==> src/rtl/fetch_unit_pkg.sv <==
// fetch_unit_pkg: encodings shared by the fetch front end and Control.
// Holds next-PC select codes, the NOP word, the fetch FSM states and TRUE/FALSE.
package fetch_unit_pkg;
  localparam logic [1:0] PC4 = 2'b00;
  localparam logic [1:0] PCBEQ = 2'b01;
  localparam logic [1:0] PCIMM = 2'b10;
  localparam logic [31:0] NOP_WORD = 32'h0000_0013;
  localparam logic TRUE = 1'b1;
  localparam logic FALSE = 1'b0;
  typedef enum logic [1:0] {FETCH = 2'd0, HOLD = 2'd1, FAULT = 2'd2} state_e;
endpackage

==> src/rtl/fetch_unit_next_pc.sv <==
// next_pc_calc: combinational next-PC selection for the fetch unit.
// Ports: pc_i, orig_pc_i, alu_zero_i, imm_i in; next_pc_o (raw 32-bit modular sum), misaligned_o out.
module next_pc_calc
  import fetch_unit_pkg::*;
(
  input  logic [31:0] pc_i,
  input  logic [1:0]  orig_pc_i,
  input  logic        alu_zero_i,
  input  logic [31:0] imm_i,
  output logic [31:0] next_pc_o,
  output logic        misaligned_o
);
  logic use_imm;
  // 2'b11 falls through to the sequential pc+4 path.
  assign use_imm = (orig_pc_i == PCIMM) || ((orig_pc_i == PCBEQ) && alu_zero_i);
  assign next_pc_o = pc_i + (use_imm ? imm_i : 32'd4);
  assign misaligned_o = next_pc_o[1:0] != 2'b00;
endmodule

==> src/rtl/fetch_unit.sv <==
// fetch_unit: instruction fetch FSM owning the PC, with ready-handshaked word reads.
// Ports: clock/reset; imem_req/imem_addr/imem_ready/imem_rdata to instruction memory;
// instruction/pc/instr_valid/instr_ack to the decoder; orig_pc/alu_zero/imm pick the next PC;
// fetch_fault flags a misaligned target. Optional macro MISALIGN_TRAP_EN: misaligned target traps
// into a sticky FAULT state; otherwise the target is word-aligned and fetch_fault stays 0.
module fetch_unit #(
  parameter logic [31:0] RESET_PC = 32'h0000_0000,
  parameter logic [31:0] NOP_WORD = fetch_unit_pkg::NOP_WORD
) (
  input  logic        clock,
  input  logic        reset,
  output logic        imem_req,
  output logic [31:0] imem_addr,
  input  logic        imem_ready,
  input  logic [31:0] imem_rdata,
  output logic [31:0] instruction,
  output logic [31:0] pc,
  output logic        instr_valid,
  input  logic        instr_ack,
  input  logic [1:0]  orig_pc,
  input  logic        alu_zero,
  input  logic [31:0] imm,
  output logic        fetch_fault
);
  import fetch_unit_pkg::*;
`ifdef MISALIGN_TRAP_EN
  localparam logic TRAP_EN = TRUE;
`else
  localparam logic TRAP_EN = FALSE;
`endif
  state_e state_q;
  logic [31:0] pc_q, instr_q, raw_pc, pc_d;
  logic req_q, valid_q, fault_q, misaligned, trap;
  next_pc_calc u_next_pc (
    .pc_i(pc_q),
    .orig_pc_i(orig_pc),
    .alu_zero_i(alu_zero),
    .imm_i(imm),
    .next_pc_o(raw_pc),
    .misaligned_o(misaligned)
  );
  assign trap = TRAP_EN && misaligned;
  assign pc_d = TRAP_EN ? raw_pc : {raw_pc[31:2], 2'b00};
  // req_q stays low for one cycle after reset so a stale ready from an abandoned request is dropped.
  always_ff @(posedge clock) begin
    if (reset) begin
      state_q <= FETCH;
      pc_q <= RESET_PC;
      instr_q <= NOP_WORD;
      req_q <= FALSE;
      valid_q <= FALSE;
      fault_q <= FALSE;
    end else begin
      case (state_q)
        FETCH:
          if (!req_q) req_q <= TRUE;
          else if (imem_ready) begin
            instr_q <= imem_rdata;
            req_q <= FALSE;
            valid_q <= TRUE;
            state_q <= HOLD;
          end
        HOLD:
          if (instr_ack) begin
            valid_q <= FALSE;
            instr_q <= NOP_WORD;
            if (trap) begin
              fault_q <= TRUE;
              state_q <= FAULT;
            end else begin
              pc_q <= pc_d;
              req_q <= TRUE;
              state_q <= FETCH;
            end
          end
        default: ;
      endcase
    end
  end
  assign imem_req = req_q;
  assign imem_addr = pc_q;
  assign pc = pc_q;
  assign instruction = instr_q;
  assign instr_valid = valid_q;
  assign fetch_fault = TRAP_EN && fault_q;
endmodule

==> config.mk <==
export PLATFORM = sky130hd
export DESIGN_NAME = fetch_unit
export DESIGN_NICKNAME = d
export VERILOG_FILES = /design/src/rtl/fetch_unit_pkg.sv /design/src/rtl/fetch_unit_next_pc.sv /design/src/rtl/fetch_unit.sv
export SDC_FILE = /design/constraint.sdc
export NUM_CORES = 1
export LEC_CHECK = 0
export CORE_MARGIN = 2
export CORE_UTILIZATION = 45
export DETAILED_ROUTE_END_ITERATION = 10
export GPL_TIMING_DRIVEN = 0
export PLACE_DENSITY = 0.82
export SYNTH_ARGS = -nofsm -noshare
export SYNTH_HDL_FRONTEND = slang
export SYNTH_SLANG_ARGS = --single-unit
==> constraint.sdc <==
create_clock -name clock -period 4.8 [get_ports clock]
set_input_delay 1.2 -clock clock [delete_from_list [all_inputs] [get_ports clock]]
set_output_delay 1.2 -clock clock [all_outputs]
set_load 0.03 [all_outputs]
==> out/metrics.yaml, run 1 <==
ios: 170
end_kind: "flip-flop"
synth_area_um2: 4380
cts.hold.buffers_added: 0
status: "finished, final reports clean"
cts_root_buf: "clkbuf_8"
worstSetupPathType: "in -> reg"
synthCells: 579
fp.dieH_um: 103
fmax_mhz: 214
drt-vias-per-instance: 5.43
grt_pass1_vias: 4532
final_nets: 856
crit_cells: 16
drtPass1Iterations: 5
final_cell_mix: "clkdlybuf4s50_1 (161), nand2_1 (81), a21oi_1 (66)"
worstSetupEndpoint: "imem_addr[28]"
finalWirelength_um: 13900
clockBufferDepth: 2
crit_family: "compound AO/OA/AOI/OAI gates"
worst_pin_slew_ns: 0.614
grt_pass1_wl_um: 21400
die_w_um: 103
min_from: "instruction[21]"
critPathLaunchType: "input pin"
leakagePower_uw: 0.00257
cts_tree: "yes"
drtAntennaViolNets: 0
drt_iter0_drc: 308
antennaDiodeCount: 0
fin_util: 0.688
power_density_nw_per_um2: 223
num_vias: 4827
yosysSeqAreaShare: 0.293
core_area_um2: 9330
placed_cell_area_um2: 6160
synth_ff_type: "dfxtp_1"
crit_slowest_cell: "clkdlybuf4s50_1"
clkSinkCount: 64
die_area_um2: 10500
hpwl_um: 10600
synth_cell_types: 59
peakVddDrop_mv: 0.157
synth_edf_count: 0
maxSlewViolCount: 0
startpoint: "orig_pc[1]"
skew_ns: 0.00848
port_buffers: 161
drive_above_1_share: 0.0895
reg2reg_to: "imem_addr[28]"
gp_congestion: 0.878
htreeDepth: 3
worstPathArrival_ns: 4.95
finalCritPeriodShare: 0.973
area_growth_pct: 46.6
hold_viol_final: 0
cp.required_ns: 5.08
finalSetupViolations: 0
clkSlewWorstSetupHoldPaths_ns: 0.08
critPathMaxFanout: 10
r2r-start: "imem_addr[2]"
r2r_cells: 10
grt_remaining_overflow: 0
initial_core_util: 0.469
grt_use_total: 0.255
synth_warnings: 0
drc: 0
fillers: 810
layout_commonest_cell: "clkdlybuf4s50_1"
async_flop_share: 0
rows: 35
synth-seq-cells: 64
syn-mean-instance-area_um2: 7.56
cp_num_buf_inv: 4
avgRoutedWirePerCell_um: 15.6
finalInstanceArea_um2: 6410
drv_cap: 0
rsz0062_at_grt: "no"
insertion_delay_ns: 0.35
antenna_found_initial: 0
grt_start_max_net_pins: 14
cts_made_buffers: 9
hold_class: "reg -> reg"
path_cells: "clkdlybuf4s50_1, nor2b_1, mux2i_2, clkbuf_8, clkbuf_4, or2_2, ha_1, inv_1, fa_1, nor2b_2, o31a_1, o31a_2, o221ai_2, o31a_4, or4_1, a31oi_1"
fin_crit_ns: 4.67
rrSetupSlack_ns: 1.88
max_stage_delay_ns: 0.49
slew_headroom: 0.591
cells by family (layout without fill, tap and decap cells):
family | count (synthesis) | count (layout) | synth area share
AOI/OAI and AO/OA | 156 | 156 | 0.224
xor gates and xnor gates | 17 | 17 | 0.0340
adders and majority gates | 30 | 30 | 0.0875
buffers and inverters | 68 | 245 | 0.0886
DFF | 64 | 64 | 0.293
muxes | 2 | 2 | 0.00457
other | 1 | 5 | 0.000857
and+or+nand+nor | 241 | 241 | 0.268
worst min path at each step:
stage | endpoint | cells after the start | slack [ns]
final | instruction[21] | 2 | 0.47
after global routing | instruction[5] | 2 | 0.49
after CTS | instruction[9] | 2 | 0.47
after detailed placement | instruction[9] | 2 | 0.46
after global placement | instruction[4] | 2 | 0.45
after floorplan | instruction[4] | 2 | 0.59
area by class of cell:
type	instances	area [um2]	share of cell area
Buffer	63	383	0.0597
Clock buffer	9	124	0.0193
Clock inverter	7	103	0.0160
Inverter	4	15.0	0.00234
Multi-Input combinational cell	451	2730	0.425
Sequential cell	64	1280	0.200
Tap cell	129	161	0.0252
Timing Repair Buffer	162	1620	0.252
cell usage after synthesis, types with 3 or more instances:
master    count  area share
a211oi_1      8       0.014
a21o_1       13       0.022
a21oi_1      66       0.075
and2_1        4      0.0057
and3_1        5      0.0071
buf_4        35       0.060
clkbuf_1     26       0.022
dfxtp_1      64        0.29
ha_1         29       0.083
inv_1         4      0.0034
nand2_1      81       0.069
nand2b_1      6      0.0086
nand3_1      45       0.051
nand3b_1      3      0.0051
nand4_1       8       0.011
nor2_1       34       0.029
nor2b_1      33       0.047
nor3_1        8      0.0091
o21a_1       10       0.017
o21ai_0      29       0.033
o21bai_1      4      0.0069
or4_1         3      0.0051
xnor2_1       9       0.018
xor2_1        8       0.016
flip-flops by register name (all words and copies together) (netlist names):
signal and cells:
imem_addr 30, imem_req 1, instr_valid 1, instruction 32
power breakdown:
| group | switching [uW] | internal, uW | leakage, uW | total (uW) |
|---|---|---|---|---|
| Sequential | 14.3 | 550 | 0.000520 | 564 |
| Clock | 243 | 298 | 0.000110 | 541 |
| Combinational | 175 | 151 | 0.00194 | 327 |
worst min-delay path, stage by stage, from the launching register on:
cell and delay (ns):
dfxtp_1 0.32, nand3_1 0.06, a21oi_1 0.05
metal layers:
| layer | GRT usage | wire [um] | vias to the layer above |
|---|---|---|---|
| met5 | 0 | 0 | - |
| met4 | 0.0985 | 262 | 0 |
| met2 | 0.447 | 6780 | 222 |
| li1 | - | - | 2362 |
| met1 | 0.317 | 5950 | 2213 |
| met3 | 0.0353 | 893 | 30 |
what timing repair did:
action | in CTS | in global routing
endpoints found under the setup margin | 9 | 4
gates resized for setup | 6 | 1
setup buffers | 1 | 0
stage by stage:
step                TNS, ns  setup slack (ns)  cells  power [uW]  hold slack, ns
finish                    0             0.129    889        1430           0.468
global route              0            0.0235    889        1490           0.493
CTS                       0             0.113    890        1440           0.469
detailed placement    -6.94            -0.898    873         896           0.458
global placement      -4.55            -0.732    873         889           0.451
floorplan                 0             0.392    583         757           0.595
No activity file was read; power rests on OpenSTA's default activity.
==> run 2: changes to the inputs <==
--- a/config.mk
+++ b/config.mk
@@ -13,3 +13,4 @@
 export SYNTH_ARGS = -nofsm -noshare
 export SYNTH_HDL_FRONTEND = slang
 export SYNTH_SLANG_ARGS = --single-unit
+export TNS_END_PERCENT = 5
==> results of run 2 <==
The final DEF is identical to that of run 1; final timing and power are the same.
